$ cat config.mk
export PLATFORM = sky130hd
export DESIGN_NAME = cnn_conv1_acc
export DESIGN_NICKNAME = d
export VERILOG_FILES = /design/src/rtl/cnn_conv1_acc.sv
export SDC_FILE = /design/constraint.sdc
export NUM_CORES = 1
export LEC_CHECK = 0
export ABC_AREA = 1
export CAP_MARGIN = 20
export CORE_MARGIN = 2
export CORE_UTILIZATION = 30
export CTS_CLUSTER_DIAMETER = 150
export DETAILED_ROUTE_END_ITERATION = 12
export SLEW_MARGIN = 40
export SYNTH_ARGS = -nofsm -noshare
export SYNTH_HDL_FRONTEND = slang
export SYNTH_SLANG_ARGS = --single-unit
$ cat constraint.sdc
create_clock -name ap_clk -period 7.85 [get_ports ap_clk]
set_clock_uncertainty 0.1 [all_clocks]
set_input_delay 1.1775 -clock ap_clk [delete_from_list [all_inputs] [get_ports ap_clk]]
set_output_delay 1.1775 -clock ap_clk [all_outputs]
set_load 0.03 [all_outputs]
$ cat src/rtl/cnn_conv1_acc.sv
// cnn_conv1_acc: conv1 accumulation stage. Sums TAPS signed products per
// output pixel, adds the channel bias, rescales by SHIFT with round-half-up,
// saturates to OUT_W and offers the pixel on a valid/ready port.
// Optional feature: define CNN_CONV1_RELU_EN to clamp negative results to 0.
module cnn_conv1_acc #(
    parameter int PROD_W = 25,
    parameter int ACC_W  = 32,
    parameter int TAPS   = 25,
    parameter int BIAS_W = 14,
    parameter int SHIFT  = 8,
    parameter int OUT_W  = 16
) (
    input  logic                     ap_clk,
    input  logic                     ap_rst,
    input  logic signed [PROD_W-1:0] prod_data,
    input  logic                     prod_valid,
    output logic                     prod_ready,
    input  logic signed [BIAS_W-1:0] bias,
    output logic signed [OUT_W-1:0]  out_data,
    output logic                     out_valid,
    input  logic                     out_ready,
    output logic                     sat_flag
);

    localparam int CNT_W = (TAPS > 1) ? $clog2(TAPS) : 1;
    localparam logic [CNT_W-1:0] LAST = CNT_W'(TAPS - 1);
    localparam logic signed [ACC_W-1:0] HALF = ACC_W'(1) << (SHIFT - 1);
    localparam logic signed [ACC_W-1:0] OMAX =
        {{(ACC_W-OUT_W+1){1'b0}}, {(OUT_W-1){1'b1}}};
    localparam logic signed [ACC_W-1:0] OMIN =
        {{(ACC_W-OUT_W+1){1'b1}}, {(OUT_W-1){1'b0}}};

    typedef enum logic {ACC, OUT} state_t;

    state_t                    state, state_nx;
    logic [CNT_W-1:0]          cnt;
    logic signed [ACC_W-1:0]   acc;
    logic signed [ACC_W-1:0]   bias_q;

    logic                      accept;
    logic                      last_tap;
    logic signed [ACC_W-1:0]   prod_sx;
    logic signed [ACC_W-1:0]   bias_sh;
    logic signed [ACC_W-1:0]   sum;
    logic signed [ACC_W-1:0]   rnd;
    logic signed [ACC_W-1:0]   shifted;
    logic                      sat_hi;
    logic                      sat_lo;
    logic signed [OUT_W-1:0]   res;

    // State register.
    always_ff @(posedge ap_clk or posedge ap_rst) begin
        if (ap_rst)
            state <= ACC;
        else
            state <= state_nx;
    end

    // Next state and handshake; prod_ready depends only on state and reset.
    always_comb begin
        state_nx   = state;
        prod_ready = (state == ACC) & ~ap_rst;
        accept     = prod_valid & prod_ready;
        last_tap   = accept & (cnt == LAST);
        case (state)
            ACC: if (last_tap)  state_nx = OUT;
            OUT: if (out_ready) state_nx = ACC;
            default:            state_nx = ACC;
        endcase
    end

    // Final-tap arithmetic: bias add, rounded rescale and saturation.
    always_comb begin
        prod_sx = {{(ACC_W-PROD_W){prod_data[PROD_W-1]}}, prod_data};
        bias_sh = {{(ACC_W-BIAS_W){bias[BIAS_W-1]}}, bias} << SHIFT;
        sum     = acc + prod_sx + bias_q;
        rnd     = sum + HALF;
        shifted = rnd >>> SHIFT;
        sat_hi  = shifted > OMAX;
        sat_lo  = shifted < OMIN;
        if (sat_hi)
            res = OMAX[OUT_W-1:0];
        else if (sat_lo)
            res = OMIN[OUT_W-1:0];
        else
            res = shifted[OUT_W-1:0];
`ifdef CNN_CONV1_RELU_EN
        if (res[OUT_W-1])
            res = '0;
`endif
    end

    // Tap counter, accumulator, bias capture and output register.
    always_ff @(posedge ap_clk or posedge ap_rst) begin
        if (ap_rst) begin
            cnt       <= '0;
            acc       <= '0;
            bias_q    <= '0;
            out_data  <= '0;
            out_valid <= 1'b0;
            sat_flag  <= 1'b0;
        end else begin
            if (accept) begin
                cnt <= (cnt == LAST) ? '0 : cnt + CNT_W'(1);
                if (cnt == '0) begin
                    acc    <= prod_sx;
                    bias_q <= bias_sh;
                end else begin
                    acc <= acc + prod_sx;
                end
            end
            if (last_tap) begin
                out_data  <= res;
                out_valid <= 1'b1;
                if (sat_hi | sat_lo)
                    sat_flag <= 1'b1;
            end else if (state == OUT && out_ready) begin
                out_valid <= 1'b0;
            end
        end
    end

endmodule

==> results list <==
* Outcome: finished, final reports clean
- Top cell type by total area after synthesis: sky130_fd_sc_hd__dfrtp_1
* Antenna diode count: 0
- Detailed routing placed a total of slightly below 700 um of wire on met3.
- The first detailed-routing pass took 5 iterations.
- Reg-to-reg critical path startpoint: acc[0]$_DFFE_PP0P_
- Final cycle utilization of the critical path: 70.9%
- After detailed routing, the total wire length is between 15000 and 20000 um.
- Minimum period implied by the final worst setup slack: 5570 ps
- For hold timing, the worst endpoint is sat_flag$_DFFE_PP0P_.
* Maximum clock path buffer count: 2
- The via count of the first global-routing pass came to 6121.
- At the worst endpoint, the required time is 7990 ps.
* Summed negative setup slack over all endpoints: 0 ps
* Number of setup violations in the final report: 0
- Post-synthesis sequential element count: 70
- DP HPWL: 14000 um
- Class of the most critical setup path: in2reg
- Yosys synthesis warning count: 0
- Timing would allow up to between 150 and 200 MHz.
- CTS tree: built
- Clock-pin slew was measured on the worst setup and hold paths at 60 ps.
- Depth of the worst register-to-register path: 27
- After detailed routing, the met2 layer carries 8020 um of wire.
- STA classifies the critical path endpoint as a register.
- Number of routed nets with antenna violations: 0
- Relative slew slack: 51.4%
* Unrepaired setup endpoints after global routing: false
- Metal-1 WL: 8770 um
- When the netlist entered floorplanning its net count stood at around 1000.
- For this run, the total global-route usage over all layers was measured as approximately 17%.
* Area growth syn-to-layout: 18.5%
- Iteration-0 DRC Markers: 379
- Count of clock tree sinks: 70
- The startpoint identified for the worst hold timing path is sat_flag$_DFFE_PP0P_.
* Synth top area share: 26.9%
* Post-route DRC: 0
* Final Util: 36.5%
* Post-route non-filler standard cell count: 1274
- Once the floorplan was initialized, standard cells occupied between 30% and 40% of the core.
- The multi-input combinational cells in the finished layout cover a total of 4280 um2.
* Postcts setup bufs: 0
- Post-CTS repair changed the size of 0 cells.
- Dividing the detail-routed wire length by the instance count gives 13.9 um.
* Share of flip-flops with an asynchronous set or reset: 100%
- Pin slew with the least headroom to its limit: 728 ps
- The first global-routing pass estimated 30200 um of wire.
- For this run, the post-layout net count is 1096.
- After synthesis, the netlist uses 49 different library cells.
- Sequential cell area: roughly 1800 um2
* Primary flip-flop cell chosen by synthesis mapping: sky130_fd_sc_hd__dfrtp_1
- Overall via count from detail_route: 6228
* Height of the die: 151 um
- The floorplan step defined a core boundary enclosing ~21000 um2.
- Ratio of cells with drive above 1 in the final layout: 9.41%
- The commonest cells after synthesis are 276 x sky130_fd_sc_hd__nand2_1, 95 x sky130_fd_sc_hd__inv_1, 75 x sky130_fd_sc_hd__a21oi_1, 70 x sky130_fd_sc_hd__dfrtp_1, 70 x sky130_fd_sc_hd__nor2_1.
- Highest metal layer with signal wires: met4
- Horiz. Die Dim: 151 um
- Summed over all layers, the global routing overflow is 0.
* Max-slew violations: 0
- The congestion estimate from routability-driven global placement came to 0.887.
- Number of enable flip-flop cells after synthesis: 0
- In the post-synthesis netlist, the biggest area contributors are sky130_fd_sc_hd__dfrtp_1 27%, sky130_fd_sc_hd__nand2_1 16%, sky130_fd_sc_hd__ha_1 11%, sky130_fd_sc_hd__a21oi_1 5.8%, sky130_fd_sc_hd__inv_1 5.5%.
* Hold Worst Slack: ~360 ps
* Cell Area, Synth: 6510 um2
- Syn Inst Count: 934
* Clock buffer count from CTS: 9
* Htree depth: 3
* Element type at the critical path start: input port
- Dominant cell by count in the synthesized netlist: sky130_fd_sc_hd__nand2_1
- In this run, placement finished with an instance count of 1258.
- Maximum fanout count along the critical path: 16
- Initial antenna violation count: 0
- Worst Path Arrival: 5710 ps
- Count of fill cells added during filler insertion: 2251
* Minimum setup slack among reg-to-reg paths: 3180 ps
- Max-Cap Viols: 0
* CTS root buffer: sky130_fd_sc_hd__clkbuf_16
- Clock network latency to the later pin of the worst-skew pair: 360 ps
* Number of ports placed on the die boundary: 62
- Class of the tightest hold or removal check: reg2reg
- Sequential elements use 26.9% of the synthesized area.
* Port buffer count: a little over 60
* Post-Syn Area per Cell: 6.97 um2
* Largest net degree at the start of global routing: 71
* Final Hold Vio Count: 0
- Endpoint of the lowest-slack register-to-register path: out_data[9]$_DFFE_PP0P_
- The worst hold path was traced through 2 stages.
- The floorplan step defined a die boundary enclosing 22900 um2.
- Post-DR vias/cell: 4.89
* FP Rows: 53
* CTS Hold Bufs: 0
[cells by family after synthesis]
kind of cell    Yosys count  synth area share (%)
mux                      12                  2.07
xor+xnor                 38                  5.11
buf+inv                 120                  7.40
fa+ha+maj                59                  11.6
flops                    70                  26.9
compound gates          150                  13.3
simple gates            485                  33.6
[metrics by stage]
| stage | instance area (um2) | worst slack [ps] |
|---|---|---|
| 2_1_floorplan | 6510 | 2940 |
| 3_3_place_gp | 7410 | 1970 |
| 3_5_place_dp | 7410 | 1950 |
| 4_1_cts | 7720 | 2290 |
| 5_1_grt | 7720 | 1710 |
| 6_report | 7720 | 2280 |
[critical path, cell delays in order]
cell and delay [ps]:
sky130_fd_sc_hd__clkdlybuf4s50_1 430, sky130_fd_sc_hd__ha_1 240, sky130_fd_sc_hd__fa_1 380, sky130_fd_sc_hd__nand2_1 90, sky130_fd_sc_hd__o21ai_1 90, sky130_fd_sc_hd__a21oi_1 310
sky130_fd_sc_hd__o21bai_2 150, sky130_fd_sc_hd__a21oi_1 240, sky130_fd_sc_hd__o21ai_1 140, sky130_fd_sc_hd__a21oi_1 170, sky130_fd_sc_hd__xor2_1 190, sky130_fd_sc_hd__inv_1 80
sky130_fd_sc_hd__ha_1 360, sky130_fd_sc_hd__nand2_1 130, sky130_fd_sc_hd__inv_2 90, sky130_fd_sc_hd__nand2_1 80, sky130_fd_sc_hd__nor2_1 170, sky130_fd_sc_hd__nand4_1 160
sky130_fd_sc_hd__nand4_1 160, sky130_fd_sc_hd__nand2_1 60, sky130_fd_sc_hd__nor2_1 90, sky130_fd_sc_hd__nand2_1 60, sky130_fd_sc_hd__nor2_1 90, sky130_fd_sc_hd__nand4_1 150
sky130_fd_sc_hd__nand2_4 230, sky130_fd_sc_hd__nand2_1 80, sky130_fd_sc_hd__nand2_1 60, sky130_fd_sc_hd__nand2_1 50
[registers in the layout, indices dropped and copies added (netlist names)]
register and flops:
acc 32, out_data 16, bias_q 14, cnt 5
out_valid 1, sat_flag 1, state 1
[layout make-up]
| class | instances | area share, % |
|---|---|---|
| inverter | 104 | 5.06 |
| clock inverter | 7 | 1.02 |
| timing repair buffer | 65 | 8.35 |
| multi-input combinational | 744 | 55.5 |
| tap | 275 | 4.46 |
| sequential | 70 | 22.7 |
| clock buffer | 9 | 2.92 |
[placed cells by master, fill, tap and decap left out, types with 2 or more instances in the layout]
cell | Yosys | final
sky130_fd_sc_hd__o21ai_0 | 24 | 24
sky130_fd_sc_hd__mux2_2 | 12 | 12
sky130_fd_sc_hd__nand4_1 | 7 | 7
sky130_fd_sc_hd__a21o_1 | 7 | 7
sky130_fd_sc_hd__nor4_1 | 2 | 2
sky130_fd_sc_hd__xnor2_1 | 16 | 16
sky130_fd_sc_hd__nand3_4 | 2 | 2
sky130_fd_sc_hd__or2_2 | 2 | 2
sky130_fd_sc_hd__ha_1 | 57 | 57
sky130_fd_sc_hd__nor2_2 | 4 | 4
sky130_fd_sc_hd__clkdlybuf4s50_1 | 0 | 61
sky130_fd_sc_hd__nand2_2 | 21 | 22
sky130_fd_sc_hd__a21oi_1 | 75 | 75
sky130_fd_sc_hd__clkbuf_16 | 0 | 9
sky130_fd_sc_hd__o21ai_1 | 7 | 7
sky130_fd_sc_hd__nand2_4 | 9 | 9
sky130_fd_sc_hd__nand2_1 | 276 | 275
sky130_fd_sc_hd__xor2_1 | 22 | 22
sky130_fd_sc_hd__o21bai_1 | 10 | 10
sky130_fd_sc_hd__nor3_1 | 12 | 12
sky130_fd_sc_hd__inv_2 | 8 | 9
sky130_fd_sc_hd__o211ai_1 | 7 | 7
sky130_fd_sc_hd__a31oi_1 | 4 | 4
sky130_fd_sc_hd__inv_6 | 0 | 4
sky130_fd_sc_hd__inv_1 | 95 | 94
sky130_fd_sc_hd__fa_1 | 2 | 2
sky130_fd_sc_hd__nand3_2 | 9 | 9
sky130_fd_sc_hd__a211oi_1 | 2 | 2
sky130_fd_sc_hd__buf_4 | 1 | 3
sky130_fd_sc_hd__nor2_1 | 70 | 70
sky130_fd_sc_hd__nand3_1 | 65 | 65
sky130_fd_sc_hd__and2_1 | 2 | 2
sky130_fd_sc_hd__a21boi_1 | 3 | 3
sky130_fd_sc_hd__o22ai_1 | 3 | 3
sky130_fd_sc_hd__dfrtp_1 | 70 | 70
[worst max path at each step]
stage                 startpoint                  endpoint  slack, ps  cells past startpoint
CTS                 prod_data[0]  out_data[14]$_DFFE_PP0P_       2290                     28
global route        prod_data[0]  out_data[12]$_DFFE_PP0P_       1710                     29
global placement    prod_data[0]   out_data[2]$_DFFE_PP0P_       1970                     30
floorplan           prod_data[0]   out_data[3]$_DFFE_PP0P_       2940                     29
finish              prod_data[0]   out_data[9]$_DFFE_PP0P_       2280                     28
detailed placement  prod_data[0]   out_data[2]$_DFFE_PP0P_       1950                     30
[routing by layer]
| metal | vias to the layer above | track usage [%] |
|---|---|---|
| li1 | 3197 | - |
| met1 | 2887 | 22.7 |
| met2 | 122 | 27.2 |
| met3 | 22 | 2.74 |
| met4 | 0 | 4.53 |
| met5 | - | 0 |
Power is not shown: default switching activity piles up to over one toggle a cycle in this logic, so the estimate is an artifact.
